===== config.mk =====
export PLATFORM = sky130hd
export DESIGN_NAME = if_prefetch
export DESIGN_NICKNAME = d
export VERILOG_FILES = /design/src/rtl/if_prefetch.sv
export SDC_FILE = /design/constraint.sdc
export NUM_CORES = 1
export LEC_CHECK = 0
export CAP_MARGIN = 20
export CORE_MARGIN = 5
export CORE_UTILIZATION = 50
export DETAILED_ROUTE_END_ITERATION = 10
export PLACE_DENSITY = 0.75
export SLEW_MARGIN = 20
export SYNTH_ARGS = -nofsm -noshare
export SYNTH_HDL_FRONTEND = slang
export SYNTH_SLANG_ARGS = --single-unit
export TNS_END_PERCENT = 10

===== constraint.sdc =====
create_clock -name clk -period 3.6 [get_ports clk]
set_clock_uncertainty 0.15 [all_clocks]
set_input_delay 0.9 -clock clk [delete_from_list [all_inputs] [get_ports clk]]
set_output_delay 0.9 -clock clk [all_outputs]
set_load 0.05 [all_outputs]

===== src/rtl/if_prefetch.sv =====
// if_prefetch: PC generation, ROM fetch, 4-entry prefetch FIFO and registered IF/ID output.
// Define IF_ALIGN_CHK_EN to halt fetch and flag misalign_o on a misaligned redirect target.
module if_prefetch #(
  parameter logic [31:0] RESET_PC   = 32'h0000_0000,
  parameter int          DEPTH_LOG2 = 2
) (
  input  logic        clk,
  input  logic        rst,
  input  logic        stall_i,
  input  logic        branch_flag_i,
  input  logic [31:0] branch_target_i,
  output logic        rom_ce_o,
  output logic [31:0] rom_addr_o,
  input  logic [31:0] rom_inst_i,
  output logic [31:0] id_pc_o,
  output logic [31:0] id_inst_o,
  output logic        id_valid_o,
  output logic        misalign_o
);
  localparam int          DEPTH = 1 << DEPTH_LOG2;
  localparam logic [31:0] NOP   = 32'h0000_0013;
  logic [31:0]           pc_q, id_pc_q, id_inst_q;
  logic                  ce_q, id_valid_q, mis_q, mis_d;
  logic [DEPTH_LOG2-1:0] rd_q, wr_q;
  logic [DEPTH_LOG2:0]   cnt_q;
  logic [31:0]           fpc_q [DEPTH];
  logic [31:0]           finst_q [DEPTH];
  logic                  full, empty, pop_ok, push, deq, wr_en;
  always_comb begin
    full   = cnt_q == (DEPTH_LOG2+1)'(DEPTH);
    empty  = cnt_q == '0;
    pop_ok = !stall_i && !branch_flag_i;
    push   = ce_q && !mis_q && !branch_flag_i && (!full || pop_ok);
    deq    = pop_ok && !empty;
    // an empty FIFO with a pop forwards the ROM word straight to ID instead of storing it
    wr_en  = push && !(pop_ok && empty);
`ifdef IF_ALIGN_CHK_EN
    mis_d  = branch_flag_i ? (branch_target_i[1:0] != 2'b00) : mis_q;
`else
    mis_d  = 1'b0;
`endif
  end
  always_ff @(posedge clk or posedge rst) begin
    if (rst) begin
      pc_q       <= RESET_PC;
      ce_q       <= 1'b0;
      mis_q      <= 1'b0;
      rd_q       <= '0;
      wr_q       <= '0;
      cnt_q      <= '0;
      id_pc_q    <= '0;
      id_inst_q  <= NOP;
      id_valid_q <= 1'b0;
    end else begin
      ce_q  <= 1'b1;
      mis_q <= mis_d;
      if (branch_flag_i) begin
        pc_q       <= {branch_target_i[31:2], 2'b00};
        rd_q       <= '0;
        wr_q       <= '0;
        cnt_q      <= '0;
        id_inst_q  <= NOP;
        id_valid_q <= 1'b0;
      end else begin
        if (push) pc_q <= pc_q + 32'd4;
        if (wr_en) wr_q <= wr_q + 1'b1;
        if (deq) rd_q <= rd_q + 1'b1;
        cnt_q <= cnt_q + (DEPTH_LOG2+1)'(wr_en) - (DEPTH_LOG2+1)'(deq);
        if (pop_ok) begin
          id_valid_q <= deq || push;
          id_pc_q    <= deq ? fpc_q[rd_q] : push ? pc_q : id_pc_q;
          id_inst_q  <= deq ? finst_q[rd_q] : push ? rom_inst_i : NOP;
        end
      end
    end
  end
  always_ff @(posedge clk) begin
    if (wr_en) begin
      fpc_q[wr_q]   <= pc_q;
      finst_q[wr_q] <= rom_inst_i;
    end
  end
  assign rom_ce_o   = ce_q;
  assign rom_addr_o = pc_q;
  assign id_pc_o    = id_pc_q;
  assign id_inst_o  = id_inst_q;
  assign id_valid_o = id_valid_q;
  assign misalign_o = mis_q;
endmodule

==> results of run 1 <==
-- registers in the layout, summed over array words and instances, names as in the netlist --
register	count
cnt_q	3
rd_q	2
wr_q	2
id_pc_o	30
id_inst_o	32
rom_addr_o	30
finst_q	128
fpc_q	120
id_valid_o	1
rom_ce_o	1
-- cell usage in the layout (no fill, tap or decap), types with 5 or more instances in the layout --
cell / instances
sky130_fd_sc_hd__edfxtp_1: 248
sky130_fd_sc_hd__clkdlybuf4s50_1: 157
sky130_fd_sc_hd__dfrtp_1: 96
sky130_fd_sc_hd__mux4_2: 62
sky130_fd_sc_hd__nand2_1: 61
sky130_fd_sc_hd__o21ai_1: 45
sky130_fd_sc_hd__clkbuf_16: 37
sky130_fd_sc_hd__nor2b_1: 32
sky130_fd_sc_hd__nor3_1: 31
sky130_fd_sc_hd__mux2i_1: 31
sky130_fd_sc_hd__a221oi_1: 25
sky130_fd_sc_hd__buf_4: 21
sky130_fd_sc_hd__nand3_1: 20
sky130_fd_sc_hd__nor2_1: 17
sky130_fd_sc_hd__clkbuf_1: 17
sky130_fd_sc_hd__inv_1: 12
sky130_fd_sc_hd__nand4_1: 12
sky130_fd_sc_hd__o31ai_1: 9
sky130_fd_sc_hd__and3_1: 8
sky130_fd_sc_hd__xnor2_1: 8
sky130_fd_sc_hd__or3_1: 7
sky130_fd_sc_hd__a21oi_1: 7
sky130_fd_sc_hd__a31oi_1: 7
sky130_fd_sc_hd__ha_1: 7
sky130_fd_sc_hd__buf_12: 7
sky130_fd_sc_hd__conb_1: 6
sky130_fd_sc_hd__or4_1: 5
sky130_fd_sc_hd__a22oi_1: 5
sky130_fd_sc_hd__a221o_1: 5
-- path summary, 6_finish.rpt --
path                           startpoint              to  slack [ns]  cells after the start
setup / recovery           rom_addr_o[23]  rom_addr_o[23]        0.51                      1
hold / removal                 id_valid_o      id_valid_o        0.33                      2
setup reg to reg            rom_addr_o[9]  rom_addr_o[21]        0.90                      4
hold reg to reg                id_valid_o      id_valid_o        0.33                      2
max in group asynchronous             rst    id_inst_o[0]        1.90                      3
min in group asynchronous             rst      id_pc_o[7]        0.68                      2
-- synthesized netlist by cell type, types with 6 or more instances --
library cell,instances,area (um^2)
sky130_fd_sc_hd__mux2i_1,31,310
sky130_fd_sc_hd__buf_1,8,30.0
sky130_fd_sc_hd__buf_2,6,30.0
sky130_fd_sc_hd__edfxtp_1,248,7450
sky130_fd_sc_hd__nor3_1,31,155
sky130_fd_sc_hd__a31oi_1,7,43.8
sky130_fd_sc_hd__nand4_1,12,75.1
sky130_fd_sc_hd__mux4_2,62,1400
sky130_fd_sc_hd__nand3_1,20,100
sky130_fd_sc_hd__nor2b_1,32,200
sky130_fd_sc_hd__or3_1,7,43.8
sky130_fd_sc_hd__o21ai_1,45,225
sky130_fd_sc_hd__xnor2_1,8,70.1
sky130_fd_sc_hd__dfrtp_1,98,2450
sky130_fd_sc_hd__a21oi_1,7,35.0
sky130_fd_sc_hd__and3_1,8,50.1
sky130_fd_sc_hd__clkbuf_1,45,169
sky130_fd_sc_hd__nor2_1,17,63.8
sky130_fd_sc_hd__nand2_1,62,233
sky130_fd_sc_hd__inv_1,13,48.8
sky130_fd_sc_hd__a221oi_1,25,219
sky130_fd_sc_hd__ha_1,7,87.6
sky130_fd_sc_hd__o31ai_1,9,67.6
-- layout make-up --
type	count	area share
clock inverter	7	0.00316
sequential	349	0.573
inverter	13	0.00301
multi-input combinational	460	0.227
clock buffer	57	0.0591
timing repair buffer	186	0.107
tap	378	0.0271
-- layer usage --
layer  track usage  up-vias  share of wire
met5             0        -        0.00022
met4        0.0470        2          0.016
met3        0.0356       48          0.068
met2         0.341      339           0.50
met1         0.289     4333           0.41
li1              -     3776              -
-- power by group --
part,leakage (nW),switching (mW),internal (mW)
clock,0.526,1.43,2.03
sequential,3.49,0.404,4.80
combinational,2.18,1.91,1.24
total,6.20,3.74,8.07
-- cell families (layout without fill, tap and decap cells) --
| kind of cell | count (synthesis) | after routing |
|---|---|---|
| AO/OA/AOI/OAI | 123 | 123 |
| AND/OR/NAND/NOR | 220 | 220 |
| buffers and inverters | 77 | 263 |
| adder cells (fa/ha/maj) | 8 | 8 |
| flip-flops | 349 | 349 |
| XOR/XNOR | 10 | 10 |
| multiplexers | 93 | 93 |
| other | 2 | 6 |
==> summary.txt, run 1 <==
Run status
  • Run status: completed

GRT
  • Largest net degree at the start of global routing: 65
  • Wire length of the first global-routing pass: 50700 um
  • Aggregate global routing overflow: 0
  • Number of global-route vias before repair: 8860
  • Total Routing Usage GR: 0.206
  • Number of antenna violations at the first check in global routing: 1

Critical path
  • Worst EP required: 2.55 ns
  • Biggest fanout along the worst timing path: 14
  • Number of buffers and inverters on the critical path: 1
  • Crit Path Category: flip-flop to output port
  • Critical path capture point type: output port
  • Critical path, cell by cell: clkdlybuf4s50_1
  • CP delay by family, top: buffers and inverters
  • Startpoint Class: flip-flop
  • Data arrival at the endpoint of the critical path: 2.04 ns
  • Peak per-stage delay on the critical path: 0.90 ns
  • CP max stage cell: sky130_fd_sc_hd__clkdlybuf4s50_1

Drt
  • Via density per instance: 5.86
  • Post-detailed-route count of antenna-violating nets: 0
  • Router iterations before antenna repair: 5
  • Post-route DRC violation count: 0
  • Iteration-0 DRC Markers: 623
  • Routed wire per std cell: 22.3 um
  • Wire length after detailed routing: 32300 um
  • Via count: 8498

CTS
  • Setup Buffers After CTS: 0
  • Buffer levels on the longest clock path: 3
  • Insertion delay of the later-clocked pin in the worst-skew pair: 0.50 ns
  • CTS tree: done
  • Number of buffers created by CTS: 36
  • Cell at the root of the clock tree: sky130_fd_sc_hd__clkbuf_16
  • Clk sinks: 349
  • CTS H-Tree Depth: 2
  • Post_cts resized: 0
  • Clock-pin slew of the registers on the worst-case setup and hold paths: 0.06 ns
  • CTS Hold Buffers Added: 0

Pwr
  • Post-route total power: 11.8 mW
  • Maximum ir drop on the vdd rail: 0.473 mV
  • Cell Pwr Density: 677 nW/um^2
  • Total leakage power: 6.20 nW

Floorplan
  • Height of the die: 179 um
  • FP Rows: 61
  • Initial cell density of the core: 0.509
  • Number of I/O pins: 167
  • Overall die width: 179 um
  • Placeable core region: 27900 um^2
  • Die footprint: 31900 um^2

Place
  • Placed cell area: 16400 um^2
  • RD Place Congestion: 0.760
  • Number of buffer cells added on primary ports: 159
  • Worst setup slack before clock tree synthesis: 0.530 ns
  • Total instance count after detailed placement: 1386
  • Post-detailed-placement half-perimeter wirelength: 19500 um

Timing
  • Final setup violation count: 0
  • Sum Neg Setup Slack: 0 ns
  • Tcrit/Tclk final: 0.858
  • Actual slew at the worst max-slew pin: 0.900 ns
  • Unrepaired setup endpoints after global routing: no
  • Highest attainable clock frequency: 324 MHz
  • Minimum period implied by the final worst setup slack: 3.09 ns
  • Worst hold slack across all endpoints: 0.326 ns
  • Final hold violations: 0
  • Pins Over Slew Limit: 0
  • Headroom to the max-slew limit: 0.400
  • Setup slack after layout: 0.510 ns

Yosys
  • Cell count after synthesis: 882
  • Sequential cell area fraction in the yosys report: 0.702
  • Fraction of the mapped netlist area in simple logic gates: 0.0828
  • Synthesized-area fraction occupied by adder cells: 0.00757
  • Number of flip-flops and latches in the synthesized netlist: 349
  • Post-synthesis xor/xnor area fraction: 0.00616
  • Mean post-synth cell area: 16.1 um^2
  • Warnings from Yosys: 0
  • Post-synth EDFFs: 248
  • Syn Std Cell Area: 14200 um^2
  • Fraction of the mapped netlist area in compound gates: 0.0589
  • Dominant combinational cell family by area after synthesis: multiplexers
  • Synth cell types: 53
  • Share of synthesized area spent on multiplexers: 0.120
  • Flip-flop cell with the highest count after synthesis: sky130_fd_sc_hd__edfxtp_1
  • FFs w/ async S/R, synth: 0.289

Final layout
  • Post-layout instance count excluding filler cells: 1450
  • Number of fill cells in the layout: 2094
  • Sequential cell area: 9990 um^2
  • Final net count: 1122
  • Final Instance Area: 17400 um^2
  • Multi-input combinational cell area: 3970 um^2
  • Utilization after layout: 0.624
  • Diodes inserted: 0
  • Syn-to-layout area delta: 22.6%
  • Fraction of layout instances using a drive strength above 1: 0.139

Run
  • Number of maximum-capacitance violations: 0

Min path
  • Class of the worst hold path: flip-flop to flip-flop
Note: power is estimated with default switching activity, not from simulation.
==> run 2, diff against run 1 <==
SLEW_MARGIN = unset   (was 20)
==> results of run 2 <==
Same layout as run 1: the final DEF is identical, and so are final timing and power.
==> run 3, diff against run 2 <==
clock period = 2.8 ns   (was 3.6 ns; I/O delays follow)
==> summary.txt, run 3 (synthesized netlist as in run 1, its figures left out) <==
Run status
  • Run status: completed

Critical path
  • CP delay by family, top: buffers and inverters
  • Biggest fanout along the worst timing path: 11
  • Startpoint Class: flip-flop
  • Critical path, cell by cell: clkdlybuf4s50_1
  • R2R depth: 6
  • Peak per-stage delay on the critical path: 0.87 ns
  • Start of the worst register-to-register path: rom_addr_o[2]
  • Worst EP required: 1.95 ns
  • Data arrival at the endpoint of the critical path: 1.89 ns
  • Worst R2R Setup Slack: 0.26 ns
  • CP max stage cell: sky130_fd_sc_hd__clkdlybuf4s50_1
  • Destination of the worst register-to-register timing path: rom_addr_o[20]
  • Instance count on the critical path: 1
  • Crit Path Category: flip-flop to output port
  • Number of buffers and inverters on the critical path: 1
  • Critical path capture point type: output port

Drt
  • Via density per instance: 5.92
  • Post-route DRC violation count: 0
  • Via count: 8760
  • Iteration-0 DRC Markers: 713
  • Routed wire per std cell: 22.2 um
  • Wire length after detailed routing: 32800 um
  • Post-detailed-route count of antenna-violating nets: 0
  • Router iterations before antenna repair: 5

Final layout
  • Syn-to-layout area delta: 25.5%
  • Leading cell type in the layout, fill and taps excluded: sky130_fd_sc_hd__edfxtp_1
  • Final net count: 1152
  • Register containing the most flip-flops in the final layout: finst_q
  • Highest-count cells in the layout ignoring fill and taps: 248 x sky130_fd_sc_hd__edfxtp_1, 146 x sky130_fd_sc_hd__clkdlybuf4s50_1, 96 x sky130_fd_sc_hd__dfrtp_1
  • Diodes inserted: 0
  • Fraction of layout instances using a drive strength above 1: 0.165
  • Flip-flop count of the largest register, all copies and words added: 128

Timing
  • Worst hold slack across all endpoints: 0.336 ns
  • Tcrit/Tclk final: 0.980
  • Actual slew at the worst max-slew pin: 0.680 ns
  • Sum Neg Setup Slack: 0 ns
  • Unrepaired setup endpoints after global routing: no
  • Pins Over Slew Limit: 0
  • Highest attainable clock frequency: 365 MHz
  • Final hold violations: 0
  • Minimum period implied by the final worst setup slack: 2.74 ns
  • Headroom to the max-slew limit: 0.546
  • Final setup violation count: 0

Pwr
  • Cell Pwr Density: 865 nW/um^2
  • Total leakage power: 6.49 nW
  • Maximum ir drop on the vdd rail: 0.614 mV

Place
  • Number of buffer cells added on primary ports: 159
  • Post-detailed-placement half-perimeter wirelength: 20300 um
  • RD Place Congestion: 0.790

Run
  • Number of maximum-capacitance violations: 0

Floorplan
  • Number of I/O pins: 167
  • Initial cell density of the core: 0.509
  • Overall die width: 179 um
  • FP Rows: 61
  • Height of the die: 179 um
  • Placeable core region: 27900 um^2
  • Die footprint: 31900 um^2

CTS
  • Insertion delay of the later-clocked pin in the worst-skew pair: 0.51 ns
  • CTS H-Tree Depth: 2
  • Clk sinks: 349
  • CTS tree: done
  • CTS Hold Buffers Added: 0
  • Clock-pin slew of the registers on the worst-case setup and hold paths: 0.06 ns
  • Cell at the root of the clock tree: sky130_fd_sc_hd__clkbuf_16
  • Setup Buffers After CTS: 0
  • Buffer levels on the longest clock path: 3
  • Number of buffers created by CTS: 36

GRT
  • Wire length of the first global-routing pass: 50600 um
  • Aggregate global routing overflow: 0
  • Number of antenna violations at the first check in global routing: 0
  • Largest net degree at the start of global routing: 58
  • Number of global-route vias before repair: 8869
  • Total Routing Usage GR: 0.207

Min path
  • Count of cells along the worst hold path: 2
  • Worst hold start: id_pc_o[25]
  • Class of the worst hold path: flip-flop to flip-flop
  • Min-Delay Endpoint: id_pc_o[25]
-- run 3: cell types whose count changed in the layout (fill, tap and decap cells not counted), sizes merged --
cell,previous run,this run
clkbuf,57,61
clkdlybuf4s50,157,146
buf,29,59
dlygate4sd2,0,2
dlymetal6s2s,0,9
clkinv,6,2
-- run 3: power breakdown --
part	switching (mW)	total, mW	internal (mW)
Clock	1.83	4.56	2.73
Combinational	2.61	4.31	1.70
Sequential	0.403	6.57	6.17
Total	4.84	15.4	10.6
-- run 3: final cells by class --
type | instances | area (um^2)
clock buffer | 61 | 1090
clock inverter | 3 | 40.0
fill | 2022 | 10100
inverter | 13 | 52.6
multi-input combinational | 460 | 3970
sequential | 349 | 9990
tap | 378 | 473
timing repair buffer | 216 | 2240
-- run 3: timing repair --
action / 4_1_cts / 5_1_grt
endpoints found under the setup margin: 2 / 9
gates cloned: 0 / 0
resized for setup: 2 / 9
-- run 3: per-layer routing --
metal  track usage  routed length [um]  vias to the layer above
li1              -                   -                     3843
met1         0.294               13500                     4462
met2         0.333               16200                      387
met3        0.0382                2370                       68
met4        0.0556                 731                        0
met5             0                   0                        -
-- run 3: worst max path at each step --
stage | startpoint | to
after CTS | rom_addr_o[25] | rom_addr_o[25]
after detailed placement | stall_i | rom_addr_o[21]
final | rom_addr_o[18] | rom_addr_o[18]
after global placement | stall_i | rom_addr_o[20]
after floorplan | branch_flag_i | finst_q[0][0]
after global routing | rom_addr_o[17] | rom_addr_o[17]
-- run 3: per-stage QoR --
stage                     area [um^2]   util  setup WS [ns]  instances  power (mW)
after floorplan                 14200      -         -0.604        886        9.44
after global placement          16700  0.598          0.153       1416        10.9
after detailed placement        16700  0.598          0.110       1416        11.0
after CTS                       17800  0.638       0.000213       1480        15.6
after global routing            17800  0.639        0.00523       1480        16.1
final                           17800  0.639         0.0571       1480        15.4
-- run 3: worst reg2reg max path: stages, from the launching register on --
cell and delay [ns]:
sky130_fd_sc_hd__dfrtp_1 0.54, sky130_fd_sc_hd__ha_1 0.20, sky130_fd_sc_hd__nand2_1 0.12, sky130_fd_sc_hd__or4b_1 0.55, sky130_fd_sc_hd__buf_4 0.23, sky130_fd_sc_hd__o31a_1 0.32, sky130_fd_sc_hd__o31a_1 0.28
